$ cat src/rtl/dice_pkg.sv
// Shared types and constants for the dice roll controller and its dice counter interface.
package dice_pkg;

    localparam int DICE_W = 3;

    localparam logic [DICE_W-1:0] FACE_MAX  = 3'd6;
    localparam logic [DICE_W-1:0] FACE_NONE = 3'd0;

    typedef enum logic [1:0] {
        IDLE,
        ROLL,
        SETTLE,
        CHECK
    } dice_state_e;

endpackage

$ cat src/rtl/dice_roll_ctrl_btn_sync.sv
// Two-flop synchronizer for the raw roll button with a one-cycle rising-edge pulse.
module btn_sync (
    input  logic clk,
    input  logic rst,
    input  logic btn,
    output logic btn_s,
    output logic btn_rise
);

    logic [1:0] sync;
    logic       btn_prev;

    always_ff @(posedge clk or posedge rst) begin
        if (rst) begin
            sync     <= 2'b00;
            btn_prev <= 1'b0;
        end else begin
            sync     <= {sync[0], btn};
            btn_prev <= sync[1];
        end
    end

    assign btn_s    = sync[1];
    assign btn_rise = sync[1] & ~btn_prev;

endmodule

$ cat src/rtl/dice_roll_ctrl.sv
// Roll-button controller: spins the dice while held, slows it with widening gaps
// on release, then latches a 1..6 face from the dice state.
//
// state  | meaning
// IDLE   | waiting for a fresh button press
// ROLL   | button held, dice enabled every cycle
// SETTLE | slowing burst, one enable per doubling gap
// CHECK  | sample dice state, re-enable on 6/7
module dice_roll_ctrl
    import dice_pkg::*;
#(
    parameter int SETTLE_STEPS = 4,
    parameter int BASE_GAP     = 2
) (
    input  logic              clk,
    input  logic              rst,
    input  logic              roll_btn,
    input  logic [DICE_W-1:0] q_in,
    output logic              dice_en,
    output logic [DICE_W-1:0] face,
    output logic              face_valid,
    output logic              busy,
    output logic [7:0]        roll_count
);

    localparam logic [2:0] LAST_STEP = 3'(SETTLE_STEPS - 1);
    localparam logic [7:0] FIRST_GAP = 8'(BASE_GAP - 1);

    logic        btn_s;
    logic        btn_rise;
    dice_state_e state;
    dice_state_e state_nxt;
    logic [7:0]  gap;
    logic [7:0]  gap_nxt;
    logic [2:0]  step;
    logic [2:0]  step_nxt;
    logic [8:0]  gap_span;
    logic        q_ok;
    logic        roll_done;

    btn_sync u_btn_sync (
        .clk      (clk),
        .rst      (rst),
        .btn      (roll_btn),
        .btn_s    (btn_s),
        .btn_rise (btn_rise)
    );

    assign q_ok = (q_in < FACE_MAX);
    assign busy = (state != IDLE);

    always_ff @(posedge clk or posedge rst) begin
        if (rst) begin
            state <= IDLE;
            gap   <= 8'd0;
            step  <= 3'd0;
        end else begin
            state <= state_nxt;
            gap   <= gap_nxt;
            step  <= step_nxt;
        end
    end

    always_comb begin
        state_nxt = state;
        gap_nxt   = gap;
        step_nxt  = step;
        dice_en   = 1'b0;
        roll_done = 1'b0;
        // span of the following step; needs 9 bits since it may reach 256
        gap_span  = 9'(BASE_GAP) << (step + 3'd1);
        case (state)
            IDLE: begin
                if (btn_rise) begin
                    state_nxt = ROLL;
                end
            end
            ROLL: begin
                dice_en = 1'b1;
                if (!btn_s) begin
                    state_nxt = SETTLE;
                    step_nxt  = 3'd0;
                    gap_nxt   = FIRST_GAP;
                end
            end
            SETTLE: begin
                if (gap == 8'd0) begin
                    dice_en = 1'b1;
                    if (step == LAST_STEP) begin
                        state_nxt = CHECK;
                    end else begin
                        step_nxt = step + 3'd1;
                        gap_nxt  = 8'(gap_span - 9'd1);
                    end
                end else begin
                    gap_nxt = gap - 8'd1;
                end
            end
            CHECK: begin
                if (q_ok) begin
                    roll_done = 1'b1;
                    state_nxt = IDLE;
                end else begin
                    dice_en = 1'b1;
                end
            end
            default: state_nxt = IDLE;
        endcase
    end

    always_ff @(posedge clk or posedge rst) begin
        if (rst) begin
            face       <= FACE_NONE;
            face_valid <= 1'b0;
            roll_count <= 8'd0;
        end else begin
            face_valid <= roll_done;
            if (roll_done) begin
                face       <= q_in + 3'd1;
                roll_count <= roll_count + 8'd1;
            end
        end
    end

endmodule

$ cat config.mk
export PLATFORM = sky130hd
export DESIGN_NAME = dice_roll_ctrl
export DESIGN_NICKNAME = d
export VERILOG_FILES = /design/src/rtl/dice_pkg.sv /design/src/rtl/dice_roll_ctrl_btn_sync.sv /design/src/rtl/dice_roll_ctrl.sv
export SDC_FILE = /design/constraint.sdc
export NUM_CORES = 1
export LEC_CHECK = 0
export ABC_CLOCK_PERIOD_IN_PS = 4100
export CELL_PAD_IN_SITES_DETAIL_PLACEMENT = 2
export CELL_PAD_IN_SITES_GLOBAL_PLACEMENT = 2
export CORE_MARGIN = 2
export CORE_UTILIZATION = 38
export DETAILED_ROUTE_END_ITERATION = 8
export GPL_TIMING_DRIVEN = 0
export HOLD_SLACK_MARGIN = 0.06
export PLACE_DENSITY_LB_ADDON = 0.1
export SKIP_CTS_REPAIR_TIMING = 1
export SLEW_MARGIN = 10
export SYNTH_ARGS = -nofsm -noshare
export SYNTH_HDL_FRONTEND = slang
export SYNTH_SLANG_ARGS = --single-unit
$ cat constraint.sdc
create_clock -name clk -period 4.1 [get_ports clk]
set_clock_uncertainty 0.15 [all_clocks]
set_input_delay 0.82 -clock clk [delete_from_list [all_inputs] [get_ports clk]]
set_output_delay 0.82 -clock clk [all_outputs]
set_load 0.01 [all_outputs]
==> run_results.csv, run 1 <==
group,metric,value,unit
synthesis,ys_ff_latch,28,
pwr,pwrdens,777,mW/mm^2
timing,min_period,3.27,ns
synthesis,number_of_flops_mapped_to_enable_cells_by_yosys,0,
clocking,cts_tree,"built",
timing,setup_viol,0,
synthesis,syn_inst,166,
placement,routabilityCongestion,0.844,
clocking,cts.sink_count,28,
pwr,internal_power,0.000882,W
detailed_routing,detail_route.vias_per_cell,5.66,
synthesis,share_of_synthesized_area_occupied_by_flip_flops_and_latches,42.2,%
detailed_routing,vias,1364,
synthesis,synth.net_count,185,
placement,port-buffer-count,19,
floorplanning,die-width,70.1,um
floorplanning,core-area,0.00429,mm^2
timing,hold_ws,0.216,ns
synthesis,post_synth_main_area_contributors,"sky130_fd_sc_hd__dfrtp_1 (42%), sky130_fd_sc_hd__ha_1 (9.8%), sky130_fd_sc_hd__o21ai_0 (3.6%), sky130_fd_sc_hd__inv_1 (2.7%), sky130_fd_sc_hd__nor2_1 (2.7%)",
cells_and_area,layout-drive-gt1-share,10.1,%
global_routing,pin_count_of_the_biggest_net_entering_global_routing,29,
pwr,ir_worst_vdd,0.311,mV
worst_setup_path,setup_crit_path_kind,"reg -> out",
timing,hold_violations,0,
job,maxCapViolCount,0,
pwr,leakage_power,0.900,nW
placement,hpwl,3.34,mm
clocking,ctsHtreeMaxLevel,1,
timing,timing.final.max_slew_violations,0,
synthesis,yosys_warnings,0,
floorplanning,start_util,38.7,%
synthesis,avgSynthCellArea,10.0,um^2
clocking,cts_root_buffer_type,"sky130_fd_sc_hd__clkbuf_8",
worst_setup_path,cp_max_fo,8,
global_routing,first_global_vias,1544,
floorplanning,ios,20,
timing,fmax,306,MHz
run_status,run_status,"finished, final reports clean",
cells_and_area,final_net_count,209,
global_routing,grt_first_pass_wirelength,7.64,mm
timing,timing.slew.headroom,27.5,%
synthesis,ys_top_cells_by_count,"sky130_fd_sc_hd__dfrtp_1 (28), sky130_fd_sc_hd__ha_1 (13), sky130_fd_sc_hd__inv_1 (12), sky130_fd_sc_hd__nor2_1 (12), sky130_fd_sc_hd__o21ai_0 (12)",
clocking,clk-insertion-delay-late,0.29,ns
detailed_routing,detail_route.first_pass.iterations,3,
detailed_routing,ant_nets,0,
synthesis,synth_most_common_cell,"sky130_fd_sc_hd__dfrtp_1",
global_routing,grt_antenna_before_repair,0,
cells_and_area,syn2layout_area_growth,19.7,%
pwr,p_switching,0.000662,W
worst_setup_path,startpoint_type,"flip-flop",
floorplanning,dieArea,0.00491,mm^2
worst_setup_path,setup.worst_path.end_class,"output pin",
global_routing,global_route.usage.total,19.5,%
min_path,hp-class,"reg -> reg",
cells_and_area,diodes,0,
global_routing,global_route_overflow,0,
timing,setup_ws,0.832,ns
timing,worst-slew-pin-transition,1.09,ns
detailed_routing,drt_iter0_markers,56,
pwr,power_frac_comb,55.5,%
clocking,cts.path.max_buffers,2,
detailed_routing,drc_errors,0,
clocking,clk_transition_reported_paths,0.10,ns
floorplanning,chipHeight,70.1,um
pwr,p_sw_share,42.9,%
worst_setup_path,worst_ep_arrival_time,2.30,ns
detailed_routing,average_routed_wire_per_standard_cell,18.4,um
synthesis,ys_types,49,
pwr,power_frac_seq,29.8,%
placement,pre_cts_slack,0.894,ns
timing,grt_setup_unrepaired,"false",
synthesis,synth_top_cell_area_share,42.2,%
floorplanning,std_cell_rows,24,
clocking,numCtsBuffers,3,
synthesis,synth-async-reset-ratio,100,%
synthesis,synth.largest_area_cell,"sky130_fd_sc_hd__dfrtp_1",
cells_and_area,layout.core_utilization,46.3,%
synthesis,synth_flop_type,"sky130_fd_sc_hd__dfrtp_1",
timing,finalCritPeriodShare,79.7,%
detailed_routing,routed_wirelength,4.44,mm
timing,timing.setup.tns,0,ns
pwr,clkPwrFrac,14.7,%
synthesis,mappedNetlistArea,0.00166,mm^2
worst_setup_path,critPathRequiredTime,3.13,ns
worst max-delay path: stages, from the launching register on:
cell and delay [ns]:
sky130_fd_sc_hd__dfrtp_1 0.44, sky130_fd_sc_hd__nor3_2 0.35, sky130_fd_sc_hd__and3_1 0.23, sky130_fd_sc_hd__buf_6 0.15, sky130_fd_sc_hd__nand2_1 0.07, sky130_fd_sc_hd__a31oi_1 0.20
sky130_fd_sc_hd__clkdlybuf4s50_1 0.57
cell usage in the layout, fill, tap and decap left out, types with 3 or more instances in the layout:
cell | synthesis | routed
sky130_fd_sc_hd__nand2_1 | 11 | 11
sky130_fd_sc_hd__clkdlybuf4s50_1 | 0 | 19
sky130_fd_sc_hd__a22o_1 | 3 | 3
sky130_fd_sc_hd__inv_1 | 12 | 12
sky130_fd_sc_hd__clkbuf_8 | 0 | 3
sky130_fd_sc_hd__ha_1 | 13 | 13
sky130_fd_sc_hd__xor2_1 | 4 | 4
sky130_fd_sc_hd__xnor2_1 | 5 | 5
sky130_fd_sc_hd__nand2b_1 | 3 | 3
sky130_fd_sc_hd__dfrtp_1 | 28 | 28
sky130_fd_sc_hd__nand3_1 | 8 | 8
sky130_fd_sc_hd__o21ai_0 | 12 | 12
sky130_fd_sc_hd__nor2_1 | 12 | 12
sky130_fd_sc_hd__and3_1 | 3 | 3
sky130_fd_sc_hd__a21oi_1 | 5 | 5
power by group through the flow:
stage | clock network [W] | registers, W | logic, W
after global placement | 0 | 0.000456 | 0.000812
after floorplan | 0 | 0.000459 | 0.000567
after global routing | 0.000244 | 0.000476 | 0.000952
after CTS | 0.000234 | 0.000463 | 0.000866
final | 0.000227 | 0.000460 | 0.000857
after detailed placement | 0 | 0.000468 | 0.000855
per-layer routing:
metal | wire length (um) | vias up | global-route usage [%] | share of wire (%)
met5 | 0 | - | 0 | 0
met4 | 46 | 0 | 4.49 | 1.0
met3 | 60 | 5 | 2.74 | 1.4
met2 | 2380 | 11 | 35.4 | 54
met1 | 1950 | 705 | 24.4 | 44
li1 | - | 643 | - | -
logic make-up after synthesis:
kind of cell	Yosys count	share of synthesized area, %
DFF	28	42.2
xor gates and xnor gates	9	4.75
buffers and inverters	17	4.45
adders and majority gates	13	9.80
and+or+nand+nor	53	17.9
muxes	4	2.56
AOI/OAI and AO/OA	42	18.3
sequential cells by signal, summed over array words and instances, names as in the netlist:
signal               flops
step                     3
face_valid               1
face                     3
roll_count               8
u_btn_sync.btn_prev      1
u_btn_sync.sync          2
state                    2
gap                      8
layout make-up:
type | count | area, um^2
Fill cell | 480 | 2310
Multi-Input combinational cell | 121 | 886
Sequential cell | 28 | 701
Timing Repair Buffer | 19 | 190
Tap cell | 52 | 65.1
Inverter | 12 | 45.0
Clock buffer | 3 | 41.3
Clock inverter | 1 | 30.0
Buffer | 5 | 28.8
through the flow:
step | power [W] | instance area (um^2) | instances
after floorplan | 0.00103 | 1660 | 166
after global placement | 0.00127 | 1920 | 237
after detailed placement | 0.00132 | 1920 | 237
after CTS | 0.00156 | 1990 | 241
after global routing | 0.00167 | 1990 | 241
final | 0.00154 | 1990 | 241
path summary, 6_finish.rpt:
path / startpoint / endpoint / slack, ns / cells past startpoint
worst max register to register: step[0]$_DFFE_PP0P_ / gap[6]$_DFFE_PP0P_ / 1.12 / 10
worst min-delay path: u_btn_sync.sync[0]$_DFF_PP0_ / u_btn_sync.sync[1]$_DFF_PP0_ / 0.22 / 0
worst max-delay path: gap[2]$_DFFE_PP0P_ / dice_en / 0.83 / 6
worst min register to register: u_btn_sync.sync[0]$_DFF_PP0_ / u_btn_sync.sync[1]$_DFF_PP0_ / 0.22 / 0
min in group asynchronous: rst / gap[3]$_DFFE_PP0P_ / 0.95 / 2
max in group asynchronous: rst / gap[7]$_DFFE_PP0P_ / 2.20 / 2
No activity file was read; power rests on OpenSTA's default activity.
==> inputs of run 2 (changes only) <==
--- a/config.mk
+++ b/config.mk
@@ -5,11 +5,11 @@
 export SDC_FILE = /design/constraint.sdc
 export NUM_CORES = 1
 export LEC_CHECK = 0
-export ABC_CLOCK_PERIOD_IN_PS = 4100
+export ABC_CLOCK_PERIOD_IN_PS = 3200
 export CELL_PAD_IN_SITES_DETAIL_PLACEMENT = 2
 export CELL_PAD_IN_SITES_GLOBAL_PLACEMENT = 2
 export CORE_MARGIN = 2
-export CORE_UTILIZATION = 38
+export CORE_UTILIZATION = 35
 export DETAILED_ROUTE_END_ITERATION = 8
 export GPL_TIMING_DRIVEN = 0
 export HOLD_SLACK_MARGIN = 0.06
==> constraint.sdc (replaced) <==
create_clock -name clk -period 3.2 [get_ports clk]
set_clock_uncertainty 0.15 [all_clocks]
set_input_delay 0.64 -clock clk [delete_from_list [all_inputs] [get_ports clk]]
set_output_delay 0.64 -clock clk [all_outputs]
set_load 0.01 [all_outputs]
==> run_results.csv, run 2 (synthesis results as in run 1) <==
group,metric,value,unit
worst_setup_path,cp_max_fo,8,
cells_and_area,final_cell_mix,"sky130_fd_sc_hd__dfrtp_1 (28), sky130_fd_sc_hd__clkdlybuf4s50_1 (19), sky130_fd_sc_hd__ha_1 (13)",
global_routing,first_global_vias,1533,
timing,timing.final.max_slew_violations,0,
timing,fmax,330,MHz
clocking,numCtsBuffers,3,
pwr,power,0.00196,W
clocking,clk_transition_reported_paths,0.11,ns
placement,routabilityCongestion,0.785,
pwr,pwrdens,986,mW/mm^2
cells_and_area,syn2layout_area_growth,19.8,%
floorplanning,dieArea,0.00531,mm^2
floorplanning,start_util,35.6,%
pwr,leakage_power,0.900,nW
worst_setup_path,critical_path.reg2reg.startpoint,"step[0]$_DFFE_PP0P_",
timing,worst-slew-pin-transition,1.10,ns
min_path,timing.hold.worst.start,"u_btn_sync.sync[0]$_DFF_PP0_",
detailed_routing,met3_wirelength,90,um
timing,timing.slew.headroom,26.9,%
detailed_routing,met2_wire_length,2.18,mm
detailed_routing,vias,1376,
floorplanning,die-width,72.9,um
timing,setup_viol,0,
global_routing,grt_first_pass_wirelength,7.25,mm
detailed_routing,ant_nets,0,
worst_setup_path,register_to_register_setup_slack,0.28,ns
global_routing,global_route_overflow,0,
timing,grt_setup_unrepaired,"false",
clocking,cts.sink_count,28,
cells_and_area,diodes,0,
worst_setup_path,r2r.worst_path.cells,10,
timing,finalCritPeriodShare,94.6,%
cells_and_area,final_cells,243,
detailed_routing,drc_errors,0,
detailed_routing,highest-signal-layer,"met4",
timing,min_period,3.03,ns
floorplanning,std_cell_rows,25,
worst_setup_path,worst_ep_arrival_time,2.24,ns
detailed_routing,m1WireLength,1.88,mm
detailed_routing,average_routed_wire_per_standard_cell,17.2,um
global_routing,pin_count_of_the_biggest_net_entering_global_routing,29,
timing,timing.setup.tns,0,ns
global_routing,grt_antenna_before_repair,0,
detailed_routing,drt_iter0_markers,58,
run_status,run_status,"finished, final reports clean",
clocking,cts_root_buffer_type,"sky130_fd_sc_hd__clkbuf_8",
cells_and_area,final_net_count,209,
cells_and_area,mostFrequentLayoutCell,"sky130_fd_sc_hd__dfrtp_1",
worst_setup_path,critPathRequiredTime,2.41,ns
worst_setup_path,startpoint_type,"flip-flop",
min_path,worstHoldPathCells,0,
placement,port-buffer-count,19,
floorplanning,core-area,0.00466,mm^2
global_routing,global_route.usage.total,17.4,%
worst_setup_path,setup_crit_path_kind,"reg -> out",
detailed_routing,detail_route.vias_per_cell,5.66,
timing,hold_violations,0,
job,maxCapViolCount,0,
clocking,clk-insertion-delay-late,0.28,ns
floorplanning,chipHeight,72.9,um
clocking,ctsHtreeMaxLevel,1,
detailed_routing,routed_wirelength,4.19,mm
pwr,ir_worst_vdd,0.377,mV
min_path,worst_hold_path_ep,"u_btn_sync.sync[1]$_DFF_PP0_",
worst_setup_path,critical_path.reg2reg.endpoint,"gap[6]$_DFFE_PP0P_",
detailed_routing,detail_route.first_pass.iterations,4,
placement,dp.cells,239,
cells_and_area,layout-drive-gt1-share,10.1,%
clocking,cts.path.max_buffers,2,
timing,hold_ws,0.222,ns
placement,hpwl,3.21,mm
floorplanning,ios,20,
cells_and_area,largestRegisters,"gap: 8 flops, roll_count: 8 flops",
clocking,cts_tree,"built",
min_path,hp-class,"reg -> reg",
worst_setup_path,setup.worst_path.end_class,"output pin",
-- run 2: cell counts in the layout (fill, tap and decap cells not counted) --
No cell type changed its count.
-- run 2: cell type report --
type | instances | area, um^2
inverters | 12 | 45.0
plain buffers | 5 | 28.8
fillers | 501 | 2670
clock inverters | 1 | 30.0
clock buffers | 3 | 41.3
repair buffers | 19 | 190
multi-input cells | 121 | 886
well taps | 54 | 67.6
flip-flops and latches | 28 | 701
-- run 2: critical path: stages, from the launching register on --
cell	delay, ns
sky130_fd_sc_hd__dfrtp_1	0.46
sky130_fd_sc_hd__nor3_4	0.32
sky130_fd_sc_hd__and3_1	0.24
sky130_fd_sc_hd__buf_6	0.14
sky130_fd_sc_hd__nand2_1	0.06
sky130_fd_sc_hd__a31oi_1	0.17
sky130_fd_sc_hd__clkdlybuf4s50_1	0.56
-- run 2: worst max path at each step --
stage	start	endpoint	slack, ns	cells after the start
after CTS	gap[4]$_DFFE_PP0P_	dice_en	0.14	6
after floorplan	step[0]$_DFFE_PP0P_	gap[6]$_DFFE_PP0P_	0.69	10
after global placement	q_in[2]	dice_en	0.37	4
after global routing	step[0]$_DFFE_PP0P_	gap[6]$_DFFE_PP0P_	0.01	10
final	gap[4]$_DFFE_PP0P_	dice_en	0.17	6
after detailed placement	step[0]$_DFFE_PP0P_	gap[6]$_DFFE_PP0P_	0.30	10
-- run 2: layer usage --
metal | up-vias | track usage [%]
met4 | 0 | 4.94
met1 | 712 | 21.8
met5 | - | 0
met3 | 5 | 3.04
li1 | 643 | -
met2 | 16 | 30.8
-- run 2: report_power, final --
part / switching (W) / total, W / internal (W)
logic: 0.000586 / 0.00109 / 0.000501
registers: 0.000125 / 0.000586 / 0.000461
clock network: 0.000120 / 0.000287 / 0.000168
total: 0.000831 / 0.00196 / 0.00113
-- run 2: stage by stage --
step / setup slack (ns) / util [%] / instance area (um^2)
5_1_grt: 0.0107 / 42.7 / 1990
3_3_place_gp: 0.367 / 41.2 / 1920
2_1_floorplan: 0.693 / - / 1660
4_1_cts: 0.139 / 42.7 / 1990
3_5_place_dp: 0.295 / 41.2 / 1920
6_report: 0.173 / 42.7 / 1990
==> inputs of run 3 (changes only) <==
--- a/config.mk
+++ b/config.mk
@@ -5,7 +5,6 @@
 export SDC_FILE = /design/constraint.sdc
 export NUM_CORES = 1
 export LEC_CHECK = 0
-export ABC_CLOCK_PERIOD_IN_PS = 3200
 export CELL_PAD_IN_SITES_DETAIL_PLACEMENT = 2
 export CELL_PAD_IN_SITES_GLOBAL_PLACEMENT = 2
 export CORE_MARGIN = 2
==> results of run 3 <==
Same layout as run 2: the final DEF is identical, and so are final timing and power.
